--- src/rtl/proc_pkg.sv ---
// rtl/proc_pkg.sv - shared flag indices, condition-code constants and PSR type
package proc_pkg;

  localparam int FLAG_C = 4;
  localparam int FLAG_L = 3;
  localparam int FLAG_F = 2;
  localparam int FLAG_Z = 1;
  localparam int FLAG_N = 0;

  localparam logic [3:0] CC_EQ = 4'd0;
  localparam logic [3:0] CC_NE = 4'd1;
  localparam logic [3:0] CC_CS = 4'd2;
  localparam logic [3:0] CC_CC = 4'd3;
  localparam logic [3:0] CC_HI = 4'd4;
  localparam logic [3:0] CC_LS = 4'd5;
  localparam logic [3:0] CC_GT = 4'd6;
  localparam logic [3:0] CC_LE = 4'd7;
  localparam logic [3:0] CC_FS = 4'd8;
  localparam logic [3:0] CC_FC = 4'd9;
  localparam logic [3:0] CC_LO = 4'd10;
  localparam logic [3:0] CC_HS = 4'd11;
  localparam logic [3:0] CC_LT = 4'd12;
  localparam logic [3:0] CC_GE = 4'd13;
  localparam logic [3:0] CC_UC = 4'd14;
  localparam logic [3:0] CC_NV = 4'd15;

  // Bit order {C,L,F,Z,N}
  typedef logic [4:0] psr_t;

endpackage

--- src/rtl/wb_stage_if.sv ---
// rtl/wb_stage_if.sv - writeback stage bus; WB_FWD_EN adds the forwarding outputs
interface wb_stage_if #(
  parameter int DW = 16,
  parameter int RW = 4
) ();
  import proc_pkg::*;

  logic          in_valid;
  logic          in_ready;
  logic [DW-1:0] in_result;
  logic [4:0]    in_cond;
  logic          in_flags_we;
  logic [RW-1:0] in_rd;
  logic          in_rd_we;
  logic          in_branch;
  logic [3:0]    in_bcond;
  logic [DW-1:0] in_target;
  logic          stall;
  logic          flush;
  logic          rf_we;
  logic [RW-1:0] rf_waddr;
  logic [DW-1:0] rf_wdata;
  psr_t          psr;
  logic          br_taken;
  logic [DW-1:0] br_target;
`ifdef WB_FWD_EN
  logic          fwd_valid;
  logic [RW-1:0] fwd_rd;
  logic [DW-1:0] fwd_data;
`endif

  modport master (
    output in_valid, in_result, in_cond, in_flags_we, in_rd, in_rd_we,
           in_branch, in_bcond, in_target, stall, flush,
    input  in_ready, rf_we, rf_waddr, rf_wdata, psr, br_taken, br_target
`ifdef WB_FWD_EN
    , input fwd_valid, fwd_rd, fwd_data
`endif
  );

  modport slave (
    input  in_valid, in_result, in_cond, in_flags_we, in_rd, in_rd_we,
           in_branch, in_bcond, in_target, stall, flush,
    output in_ready, rf_we, rf_waddr, rf_wdata, psr, br_taken, br_target
`ifdef WB_FWD_EN
    , output fwd_valid, fwd_rd, fwd_data
`endif
  );

endinterface

--- src/rtl/wb_stage_cond_eval.sv ---
// rtl/wb_stage_cond_eval.sv - combinational branch condition evaluator, shared with fetch
module cond_eval
  import proc_pkg::*;
(
  input  logic [3:0] i_bcond,
  input  psr_t       i_psr,
  output logic       o_taken
);

  logic w_c, w_l, w_f, w_z, w_n;

  assign w_c = i_psr[FLAG_C];
  assign w_l = i_psr[FLAG_L];
  assign w_f = i_psr[FLAG_F];
  assign w_z = i_psr[FLAG_Z];
  assign w_n = i_psr[FLAG_N];

  always_comb begin
    o_taken = 1'b0;
    case (i_bcond)
      CC_EQ:   o_taken = w_z;
      CC_NE:   o_taken = !w_z;
      CC_CS:   o_taken = w_c;
      CC_CC:   o_taken = !w_c;
      CC_HI:   o_taken = w_l;
      CC_LS:   o_taken = !w_l;
      CC_GT:   o_taken = w_n;
      CC_LE:   o_taken = !w_n;
      CC_FS:   o_taken = w_f;
      CC_FC:   o_taken = !w_f;
      CC_LO:   o_taken = !w_l && !w_z;
      CC_HS:   o_taken = w_l || w_z;
      CC_LT:   o_taken = !w_n && !w_z;
      CC_GE:   o_taken = w_n || w_z;
      CC_UC:   o_taken = 1'b1;
      default: o_taken = 1'b0;
    endcase
  end

endmodule

--- src/rtl/wb_stage.sv ---
// rtl/wb_stage.sv - one-entry writeback stage: RF write, PSR update, branch resolve
// Optional WB_FWD_EN exposes the held result for operand bypass.
module wb_stage
  import proc_pkg::*;
#(
  parameter int DW = 16,
  parameter int RW = 4
) (
  input logic       clk,
  input logic       rst_n,
  wb_stage_if.slave bus
);

  logic          r_valid;
  logic [DW-1:0] r_result;
  logic [4:0]    r_cond;
  logic          r_flags_we;
  logic [RW-1:0] r_rd;
  logic          r_rd_we;
  logic          r_branch;
  logic [3:0]    r_bcond;
  logic [DW-1:0] r_target;
  psr_t          r_psr;

  logic w_commit;
  logic w_ready;
  logic w_capture;
  logic w_cc_true;

  assign w_commit  = r_valid && !bus.stall && !bus.flush;
  assign w_ready   = !r_valid || w_commit;
  assign w_capture = bus.in_valid && w_ready && !bus.flush;

  cond_eval u_cond_eval (
    .i_bcond (r_bcond),
    .i_psr   (r_psr),
    .o_taken (w_cc_true)
  );

  always_ff @(posedge clk or negedge rst_n) begin
    if (!rst_n) begin
      r_valid    <= 1'b0;
      r_result   <= '0;
      r_cond     <= '0;
      r_flags_we <= 1'b0;
      r_rd       <= '0;
      r_rd_we    <= 1'b0;
      r_branch   <= 1'b0;
      r_bcond    <= '0;
      r_target   <= '0;
      r_psr      <= '0;
    end else begin
      if (w_capture) begin
        r_valid    <= 1'b1;
        r_result   <= bus.in_result;
        r_cond     <= bus.in_cond;
        r_flags_we <= bus.in_flags_we;
        r_rd       <= bus.in_rd;
        r_rd_we    <= bus.in_rd_we;
        r_branch   <= bus.in_branch;
        r_bcond    <= bus.in_bcond;
        r_target   <= bus.in_target;
      end else if (w_commit || bus.flush) begin
        r_valid <= 1'b0;
      end
      // Branches never write flags, even when the decoder sets flags_we
      if (w_commit && r_flags_we && !r_branch) begin
        r_psr <= r_cond;
      end
    end
  end

  assign bus.in_ready  = w_ready;
  assign bus.rf_we     = w_commit && r_rd_we;
  assign bus.rf_waddr  = r_rd;
  assign bus.rf_wdata  = r_result;
  assign bus.psr       = r_psr;
  assign bus.br_taken  = w_commit && r_branch && w_cc_true;
  assign bus.br_target = r_target;

`ifdef WB_FWD_EN
  assign bus.fwd_valid = r_valid && r_rd_we;
  assign bus.fwd_rd    = r_rd;
  assign bus.fwd_data  = r_result;
`endif

endmodule
--- src/flat_wrapper.sv ---
// flat-port wrapper written by rule: the top's interface ports become plain ports
module wb_stage_flat import proc_pkg::*;
#(
  parameter int DW = 16,
  parameter int RW = 4
)
  (clk, rst_n, bus_in_valid, bus_in_result, bus_in_cond, bus_in_flags_we, bus_in_rd, bus_in_rd_we, bus_in_branch, bus_in_bcond, bus_in_target, bus_stall, bus_flush, bus_in_ready, bus_rf_we, bus_rf_waddr, bus_rf_wdata, bus_psr, bus_br_taken, bus_br_target);
  wb_stage_if #(.DW(DW), .RW(RW)) bus_i ();
  input logic clk;
  input logic rst_n;
  input wire logic [$bits(bus_i.in_valid)-1:0] bus_in_valid;
  input wire logic [$bits(bus_i.in_result)-1:0] bus_in_result;
  input wire logic [$bits(bus_i.in_cond)-1:0] bus_in_cond;
  input wire logic [$bits(bus_i.in_flags_we)-1:0] bus_in_flags_we;
  input wire logic [$bits(bus_i.in_rd)-1:0] bus_in_rd;
  input wire logic [$bits(bus_i.in_rd_we)-1:0] bus_in_rd_we;
  input wire logic [$bits(bus_i.in_branch)-1:0] bus_in_branch;
  input wire logic [$bits(bus_i.in_bcond)-1:0] bus_in_bcond;
  input wire logic [$bits(bus_i.in_target)-1:0] bus_in_target;
  input wire logic [$bits(bus_i.stall)-1:0] bus_stall;
  input wire logic [$bits(bus_i.flush)-1:0] bus_flush;
  output wire logic [$bits(bus_i.in_ready)-1:0] bus_in_ready;
  output wire logic [$bits(bus_i.rf_we)-1:0] bus_rf_we;
  output wire logic [$bits(bus_i.rf_waddr)-1:0] bus_rf_waddr;
  output wire logic [$bits(bus_i.rf_wdata)-1:0] bus_rf_wdata;
  output wire logic [$bits(bus_i.psr)-1:0] bus_psr;
  output wire logic [$bits(bus_i.br_taken)-1:0] bus_br_taken;
  output wire logic [$bits(bus_i.br_target)-1:0] bus_br_target;
  assign bus_i.in_valid = bus_in_valid;
  assign bus_i.in_result = bus_in_result;
  assign bus_i.in_cond = bus_in_cond;
  assign bus_i.in_flags_we = bus_in_flags_we;
  assign bus_i.in_rd = bus_in_rd;
  assign bus_i.in_rd_we = bus_in_rd_we;
  assign bus_i.in_branch = bus_in_branch;
  assign bus_i.in_bcond = bus_in_bcond;
  assign bus_i.in_target = bus_in_target;
  assign bus_i.stall = bus_stall;
  assign bus_i.flush = bus_flush;
  assign bus_in_ready = bus_i.in_ready;
  assign bus_rf_we = bus_i.rf_we;
  assign bus_rf_waddr = bus_i.rf_waddr;
  assign bus_rf_wdata = bus_i.rf_wdata;
  assign bus_psr = bus_i.psr;
  assign bus_br_taken = bus_i.br_taken;
  assign bus_br_target = bus_i.br_target;
  wb_stage #(.DW(DW), .RW(RW)) u_core (.clk(clk), .rst_n(rst_n), .bus(bus_i));
endmodule
--- config.mk ---
export PLATFORM = sky130hd
export DESIGN_NAME = wb_stage_flat
export DESIGN_NICKNAME = d
export VERILOG_FILES = /design/src/rtl/proc_pkg.sv /design/src/rtl/wb_stage_if.sv /design/src/rtl/wb_stage_cond_eval.sv /design/src/rtl/wb_stage.sv /design/src/flat_wrapper.sv
export SDC_FILE = /design/constraint.sdc
export NUM_CORES = 1
export LEC_CHECK = 0
export ABC_AREA = 1
export CELL_PAD_IN_SITES_DETAIL_PLACEMENT = 0
export CELL_PAD_IN_SITES_GLOBAL_PLACEMENT = 1
export CORE_ASPECT_RATIO = 1.25
export CORE_MARGIN = 10
export CORE_UTILIZATION = 34
export DETAILED_ROUTE_END_ITERATION = 10
export PLACE_DENSITY = 0.85
export SLEW_MARGIN = 20
export SYNTH_ARGS = -nofsm -noshare
export SYNTH_HDL_FRONTEND = slang
export SYNTH_HIERARCHICAL = 1
export SYNTH_SLANG_ARGS = --single-unit
--- constraint.sdc ---
create_clock -name clk -period 3.2 [get_ports clk]
set_input_delay 0.96 -clock clk [delete_from_list [all_inputs] [get_ports clk]]
set_output_delay 0.96 -clock clk [all_outputs]
set_load 0.03 [all_outputs]
---- Yosys cells after proc, flatten, opt, wreduce, memory -nomap -nowiden ----
Cells that the tools add are included.
storage, ports and cells
  flip-flop bits (word level) ............. 54
  logic and storage cells ................. 53
operators by class
  equality and inequality tests ........... 14
  reductions and logical operators ........ 26
  multiplexer cells ....................... 3
operator list
  kind                number
  $eq 4x4->1 const B  7
  $eq 4x3->1 const B  4
  $pmux 1 s15         1
  $logic_and 1x1->1   11
  $logic_not 1->1     9
  $eq 4x2->1 const B  2
  $eq 4x1->1 const B  1
  $logic_not 4->1     1
  $logic_or 1x1->1    4
  $mux 1              2
  $reduce_bool 2->1   1

---- Depth between registers and ports, before layout ----
Gate-level depths: netlist of the first run.
  depth in word-level cells ............... 7
  mapped depth ............................ 11

---- Hierarchy ----
The synthesis of the first run kept the hierarchy.
by module, submodules not included
  module     sequential area each (um^2)  times used  cells each  area each (um^2)
  wb_stage   1351.3                       1           240         2289.7
  cond_eval  0.0                          1           58          234.0

---- Least setup slack after synthesis of the first run ----
No wires, ideal clock.
  kind .................................... input to output
  start ................................... input bus_flush
  end ..................................... output bus_br_taken
  data required time ...................... 2.240 ns
  slack ................................... 0.429 ns
  arrival ................................. 1.811 ns
  stages on the path ...................... 5
  cells stage by stage .................... inv_2 > nand2_1 > nor2_1 > inv_1 > nor2_1
on the way
  longest elaborated chain between the ends .. 4
RTL lines
  what                            RTL line            source
  start, declared                 flat_wrapper.sv:21  input wire logic [$bits(bus_i.flush)-1:0] bus_flush;
  $logic_not 1->1                 wb_stage.sv:30      assign w_commit = r_valid && !bus.stall && !bus.flush;
  $logic_and 1x1->1               wb_stage.sv:30
  $logic_and 1x1->1 (2 in a row)  wb_stage.sv:78      assign bus.br_taken = w_commit && r_branch && w_cc_true;
  end, declared                   flat_wrapper.sv:27  output wire logic [$bits(bus_i.br_taken)-1:0] bus_br_taken;
No other way between the ends.

---- Final worst setup path of the first run ----
  start ................................... input bus_flush
  end ..................................... output bus_rf_we
on the way
  longest elaborated chain between the ends .. 3
RTL lines
  what               RTL line            source
  $logic_not 1->1    wb_stage.sv:30
  $logic_and 1x1->1  wb_stage.sv:30
  $logic_and 1x1->1  wb_stage.sv:74      assign bus.rf_we = w_commit && r_rd_we;
  end, declared      flat_wrapper.sv:23  output wire logic [$bits(bus_i.rf_we)-1:0] bus_rf_we;
No other way between the ends.

==> summary.md, run 1 <==
| Metric | Value |
|---|---|
| Status | `complete, no violations` |
| Cell Rows | `35` |
| Yosys top cell by area | `dfrtp_1` |
| Post-route DRC | `0` |
| Initial antenna violation count | `0` |
| Worst Setup Start Kind | `input port` |
| Switching share of power | `around a third` |
| Pwr dens | `between 500 and 600 nW/um2` |
| Warning count from the yosys run | `6` |
| Final Instance Count excl. Fillers | `487` |
| Die area | `between 10000 and 15000 um2` |
| Worst hold endpoint | `u_core/bus.br_target[9]` |
| Total Routed Length | `6179 um` |
| DP HPWL | `roughly 4900 um` |
| Flop pwr share | `44.9%` |
| WL/cell | `roughly 13 um` |
| Reg2reg setup slack | `1.85 ns` |
| DRT antenna net count | `0` |
| Area Overhead vs Synth | `43.78%` |
| Post-synthesis average cell area | `~8.5 um2` |
| Switching power total | `0.6802 mW` |
| Top-count cell post-synth | `nand2_1` |
| Least-Margin Pin Slew | `about 0.60 ns` |
| Area share of the largest cell type after synthesis | `between 50 and 60%` |
| Crit path max-delay family | `buffers and inverters` |
| Crit path time final | `a little under 3 ns` |
| Placeable Area | `between 7000 and 8000 um2` |
| Adder-Cell Fraction of Synth Area | `0%` |
| Cell Chain, Critical Path | `clkdlybuf4s50_1, inv_2, nand2_1, nor2_1, inv_1, nor2_1, buf_4` |
| Critical-path maximum fanout | `3` |
| Setup TNS Final | `0 ns` |
| Clk slew on worst S/H paths | `0.09 ns` |
| Htree depth | `2` |
| RSZ-0062 raised after global routing | `false` |
| Buffers & Inverters on Critical Path | `4` |
| Post-Syn Nets | `about 350` |
| TritonCTS Buffers | `5` |
| Share of cells above drive strength 1 | `around an eighth` |
| Global Route Usage Sum | `between 10% and 20%` |
| Fillers | `730` |
| Syn Inst Count | `about 300` |
| Reg2reg end | `u_core/bus.rf_waddr[1]` |
| Cell Area, Synth | `approximately 2500 um2` |
| Slowest stage delay, CP | `roughly 0.43 ns` |
| IO Pins | `between 90 and 100` |
| Hold Violations, Final | `0` |
| Die height | `116.3 um` |
| Xor and xnor fraction of the mapped netlist area | `0%` |
| Detailed Routing Iterations Pass 1 | `4` |
| Gp weighted congestion | `0.7797` |
| Max Cap Viol | `0` |
| FFs w/ async S/R, synth | `100.0%` |
| Maximum vdd drop | `roughly 360 uV` |
| Combinational Power Share | `between 30 and 40%` |
| Final Net Count | `between 400 and 500` |
| Antenna diode count | `0` |
| Max transition margin | `about three fifths` |
| Worst Skew | `~0.0028 ns` |
| Worst-skew pair later-pin latency | `0.29 ns` |
| Post_cts resized | `0` |
| Largest buffer count on any clock path | `2` |
| Most frequent cells after synthesis | `88 x nand2_1, 61 x inv_1, 54 x dfrtp_1` |
| Global-route wire length before repair | `10170 um` |
| Crit path top cell by count | `nor2_1` |
| # setup viols final | `0` |
| Maximum clock rate | `between 0.3 and 0.4 GHz` |
| Max-slew violations | `0` |
| CP Data Arrival Time | `2.02 ns` |
| I/O Buffers | `96` |
| CP Capture Type | `output port` |
| Compound-Gate Fraction of Synth Area | `between 10 and 15%` |
| Post-synthesis mux area share | `0%` |
| Number of synthesized flops with an enable pin | `0` |
| Synth Register Bits | `54` |
| Dpl cells | `roughly 480` |
| P_leak | `1.823 nW` |
| Clock root cell | `clkbuf_8` |
| Dominant synthesized flop cell | `dfrtp_1` |
| Origin of the worst min-delay path | `u_core/bus.br_target[9]` |
| Vias | `around 2.1k` |
| Internal power | `about 1.3 mW` |
| Worst r2r src | `u_core/r_valid` |
| Hold Buf Count CTS | `0` |
| Vias in the first global route | `2107` |
| Worst Hold Class | `reg -> reg` |
| Largest family of logic cells by synthesized area | `simple AND/OR/NAND/NOR gates` |
| Clk sinks | `between 50 and 60` |
| Slowest cell on crit path | `clkdlybuf4s50_1` |
| Clock power frac | `19.7%` |
| Initial Utilization | `between 30 and 40%` |
| Drt via density | `4.244` |
| Die width | `~97 um` |
| Register area share after synthesis | `between 50% and 60%` |
| Unique cell type count in the Yosys netlist | `18` |
| CTS tree | `built` |
| Dominant cells by area after synthesis | `dfrtp_1 54%, nand2_1 13%, o21ai_2 9.7%` |
| Starting DRT DRC Count | `between 50 and 60` |
| Synth Area in Simple Gates | `about a fifth` |
| Worst EP required | `between 2 and 2.5 ns` |
| Congestion Overflow GR | `0` |
| Hold path depth | `2` |
| Post-CTS Setup Bufs | `0` |
| Critical path class | `in -> out` |
| Largest net degree at the start of global routing | `77` |
| R2R depth | `5` |
| Fin crit share | `between 90% and 100%` |
[layout by cell type (no fill, tap or decap), drive strengths merged]
cell and instances:
a21oi 1, buf 7, clkbuf 7, clkdlybuf4s50 92, clkinv 1, dfrtp 54, inv 64, nand2 89
nand3 16, nor2 14, o21ai 50
[routing by layer]
metal	vias to the layer above	track usage (%)	share of wire [%]	wire [um]
met5	-	0	0	0
met4	0	3.448	0.81	50
met3	4	4.615	7.9	488
met2	50	19.46	53	3296
met1	926	11.20	38	2343
li1	1087	-	-	-
[through the flow]
| stage | util, % | power, mW | setup WS, ns | hold WS [ns] | cell area [um2] |
|---|---|---|---|---|---|
| 3_3_place_gp | 48.37 | 1.574 | 0.2386 | 0.4641 | 3537 |
| 3_5_place_dp | 48.37 | 1.585 | 0.2219 | 0.4679 | 3537 |
| 4_1_cts | 49.62 | 1.980 | 0.2147 | 0.4919 | 3628 |
| 5_1_grt | 49.62 | 2.071 | 0.09636 | 0.5067 | 3628 |
| 6_report | 49.62 | 1.942 | 0.2236 | 0.4854 | 3628 |
| 2_1_floorplan | - | 1.269 | 0.4290 | 0.4530 | 2524 |
[sequential cells by signal, summed over array words and instances (netlist names)]
signal	cells
u_core/bus.br_target	16
u_core/bus.psr	5
u_core/bus.rf_waddr	4
u_core/bus.rf_wdata	16
u_core/r_bcond	4
u_core/r_branch	1
u_core/r_cond	5
u_core/r_flags_we	1
u_core/r_rd_we	1
u_core/r_valid	1
[kinds of logic after synthesis]
logic type | after synthesis
simple gates | 119
buf+inv | 74
flops | 54
compound gates | 51
[power by group through the flow]
stage                     registers [mW]  logic [mW]  clock network [mW]
after global placement             0.884       0.691                   0
after detailed placement           0.887       0.698                   0
after floorplan                     1.05       0.218                   0
final                              0.872       0.687               0.383
after CTS                          0.874       0.701               0.405
after global routing               0.890       0.753               0.428
[worst max path at each step]
| stage | slack (ns) | endpoint | startpoint | depth (start not counted) |
|---|---|---|---|---|
| floorplan | 0.43 | bus_br_taken | bus_flush | 5 |
| global placement | 0.24 | bus_rf_we | bus_flush | 7 |
| detailed placement | 0.22 | bus_rf_we | bus_flush | 7 |
| CTS | 0.21 | bus_rf_we | bus_flush | 7 |
| global route | 0.1 | bus_br_taken | bus_flush | 7 |
| finish | 0.22 | bus_rf_we | bus_flush | 7 |
[area by class of cell]
class | instances | area [um2] | area share [%]
sequential | 54 | 1351 | 37.24
multi-input combinational | 170 | 847.1 | 23.34
clock buffer | 7 | 86.33 | 2.379
inverter | 64 | 240.2 | 6.621
timing repair buffer | 99 | 983.4 | 27.10
clock inverter | 1 | 5.005 | 0.1379
tap | 92 | 115.1 | 3.172
[worst register-to-register path, stage by stage, from the launching register on]
cell and delay, ns:
dfrtp_1 0.42, nand2_2 0.10, nand3_4 0.20, buf_12 0.29, nand2_1 0.17, o21ai_2 0.06
Note: power is estimated with default switching activity, not from simulation.
==> run 2, diff against run 1 <==
--- a/config.mk
+++ b/config.mk
@@ -10,11 +10,10 @@
 export CELL_PAD_IN_SITES_GLOBAL_PLACEMENT = 1
 export CORE_ASPECT_RATIO = 1.25
 export CORE_MARGIN = 10
-export CORE_UTILIZATION = 34
+export CORE_UTILIZATION = 36
 export DETAILED_ROUTE_END_ITERATION = 10
-export PLACE_DENSITY = 0.85
+export PLACE_DENSITY = 0.86
 export SLEW_MARGIN = 20
 export SYNTH_ARGS = -nofsm -noshare
 export SYNTH_HDL_FRONTEND = slang
-export SYNTH_HIERARCHICAL = 1
 export SYNTH_SLANG_ARGS = --single-unit
==> run 2 against run 1 <==
Net effect: power increased by 11%; sequential power rose by 3.2%; die area is 7.4% lower; final cell count fell by 21%; non-clock buffer count is 2 higher; first-iteration DRC count fell by 21%; routed wire length shrank 2.9%; core utilization up 5.1 points; sequential share of layout area increased by 0.35 points; largest power group unchanged.
==> summary.md, run 2 <==
| Metric | Value |
|---|---|
| Pwr dens | `between 500 and 600 nW/um2` |
| Max-slew violations | `0` |
| Post_cts resized | `0` |
| Post-synthesis average cell area | `12.47 um2` |
| Die width | `roughly 94 um` |
| Total Routed Length | `about 6000 um` |
| Sequential cell area | `around 1400 um2` |
| FFs w/ async S/R, synth | `100.0%` |
| Crit path time final | `roughly 3.1 ns` |
| Congestion Overflow GR | `0` |
| Post-route DRC | `0` |
| Vias | `between 1.5k and 2k` |
| Die height | `between 100 and 150 um` |
| Least-Margin Pin Slew | `between 0.4 and 0.5 ns` |
| Number of synthesized flops with an enable pin | `0` |
| Max Cap Viol | `0` |
| Initial antenna violation count | `0` |
| Largest buffer count on any clock path | `2` |
| Gp weighted congestion | `0.7954` |
| Final Net Count | `351` |
| Detailed Routing Iterations Pass 1 | `4` |
| # setup viols final | `0` |
| CP Data Arrival Time | `around 2.1 ns` |
| RSZ-0062 raised after global routing | `false` |
| Max transition margin | `roughly 73%` |
| Dominant synthesized flop cell | `dfrtp_1` |
| Worst Hold Class | `in -> async` |
| Clk sinks | `54` |
| Maximum clock rate | `around 0.32 GHz` |
| Commonest non-fill, non-tap cell in the layout | `clkdlybuf4s50_1` |
| Worst EP required | `around 2.2 ns` |
| P_leak | `~1.7 nW` |
| Clk slew on worst S/H paths | `0.10 ns` |
| Hold Violations, Final | `0` |
| Dominant cells by area after synthesis | `dfrtp_1 56%, mux2_4 23%, nand2_1 4.5%` |
| Setup TNS Final | `0 ns` |
| Post-CTS Setup Bufs | `0` |
| Syn Inst Count | `a little under 200` |
| Worst Skew | `0.01164 ns` |
| Htree depth | `2` |
| Die area | `between 10000 and 15000 um2` |
| Starting DRT DRC Count | `42` |
| Antenna diode count | `0` |
| Fillers | `598` |
| Largest net degree at the start of global routing | `24` |
| Global Route Usage Sum | `11.26%` |
| Placeable Area | `between 6000 and 7000 um2` |
| Hold Buf Count CTS | `0` |
| Clock root cell | `clkbuf_8` |
| IO Pins | `97` |
| TritonCTS Buffers | `5` |
| I/O Buffers | `96` |
| CP Capture Type | `output port` |
| Status | `complete, no violations` |
| Yosys top cell by area | `dfrtp_1` |
| Initial Utilization | `a little under two fifths` |
| Critical path class | `in -> out` |
| Area share of the largest cell type after synthesis | `55.58%` |
| Fin crit share | `a little over nine tenths` |
| Global-route wire length before repair | `approximately 9600 um` |
| DRT antenna net count | `0` |
| Cell Area, Synth | `between 2000 and 2500 um2` |
| DP HPWL | `between 4000 and 5000 um` |
| Most frequent cells after synthesis | `54 x dfrtp_1, 38 x mux2_4, 29 x nand2_1` |
| Worst Setup Start Kind | `input port` |
| Final Core Density | `a little over half` |
| Cell Rows | `33` |
| Synth Register Bits | `54` |
| CTS tree | `built` |
| Post-Syn Nets | `about 250` |
| Top-count cell post-synth | `dfrtp_1` |
| Critical-path maximum fanout | `3` |
| Maximum vdd drop | `284.4 uV` |
| Unique cell type count in the Yosys netlist | `17` |
| Combined area of the multi-input logic cells | `965.9 um2` |
| Worst-skew pair later-pin latency | `0.30 ns` |
| Vias in the first global route | `1937` |
| Share of cells above drive strength 1 | `a little over a fifth` |
| Warning count from the yosys run | `0` |
| WL/cell | `around 16 um` |
| Commonest cells after routing, fill and taps aside | `92 x clkdlybuf4s50_1, 54 x dfrtp_1, 38 x mux2_4, 29 x nand2_1, 19 x nor2_1` |
| Register area share after synthesis | `a little under three fifths` |
| Drt via density | `roughly 4.5` |
| Area Overhead vs Synth | `47.86%` |
[run 2: cell types whose count changed in the layout (fill, tap and decap cells not counted), moves of 7 or more]
cell	change
nand2_1	-59
inv_1	-45
mux2_4	+38
o21ai_2	-28
o21ai_0	-19
a21oi_1	+11
nor2_1	+7
[run 2: worst paths after layout]
path / startpoint / endpoint / slack (ns) / cells after the start
max reg2reg: u_core.r_valid / u_core.bus.br_target[2] / 1.64 / 4
min reg2reg: u_core.bus.br_target[5] / u_core.bus.br_target[5] / 0.51 / 1
min in group clk: u_core.bus.br_target[5] / u_core.bus.br_target[5] / 0.51 / 1
max: bus_stall / bus_br_taken / 0.11 / 5
min: rst_n / u_core.bus.br_target[13] / 0.50 / 1
max in group asynchronous: rst_n / u_core.bus.br_target[5] / 2.13 / 2
[run 2: layout make-up]
cell class | instances | share of cell area [%]
inverters | 17 | 1.775
clock buffers | 7 | 2.123
flip-flops and latches | 54 | 37.59
well taps | 87 | 3.028
multi-input cells | 119 | 26.87
clock inverters | 1 | 0.8354
repair buffers | 101 | 27.78
[run 2: cells by family (layout without fill, tap and decap cells)]
group | after synthesis | in the layout | synth area share (%)
AND/OR/NAND/NOR | 64 | 64 | 11.73
flip-flops | 54 | 54 | 55.58
multiplexers | 42 | 42 | 25.32
buffers and inverters | 22 | 126 | 4.683
AO/OA/AOI/OAI | 13 | 13 | 2.676
[run 2: where the power goes]
part	total, mW	internal, mW	switching [mW]
Combinational	0.807	0.400	0.407
Sequential	0.900	0.809	0.0905
Clock	0.445	0.235	0.210
Total	2.15	1.44	0.708
[run 2: worst max-delay path, cell delays in order]
cell and delay [ns]:
clkdlybuf4s50_1 0.45, nor3_2 0.32, nand2_1 0.11, nor2_1 0.12
buf_4 0.17
[run 2: stage by stage]
stage / setup slack (ns) / cell area (um2) / power, mW / hold slack, ns / cells
floorplan: 0.5584 / 2431 / 1.370 / 0.4809 / 195
global placement: 0.1242 / 3488 / 1.721 / 0.4876 / 378
detailed placement: 0.1055 / 3488 / 1.731 / 0.4954 / 378
CTS: 0.1011 / 3595 / 2.187 / 0.5103 / 386
global route: 0.04503 / 3595 / 2.266 / 0.5019 / 386
finish: 0.1096 / 3595 / 2.152 / 0.5017 / 386
[run 2: routing by layer]
metal  share of wire [%]  up-vias  routed length, um  GRT usage [%]
met5                   0        -                  0              0
met4                0.35        0                 21          2.577
met3                 8.3        3                499          4.973
met2                  53       59               3176          19.91
met1                  38      839               2305          11.87
li1                    -      839                  -              -
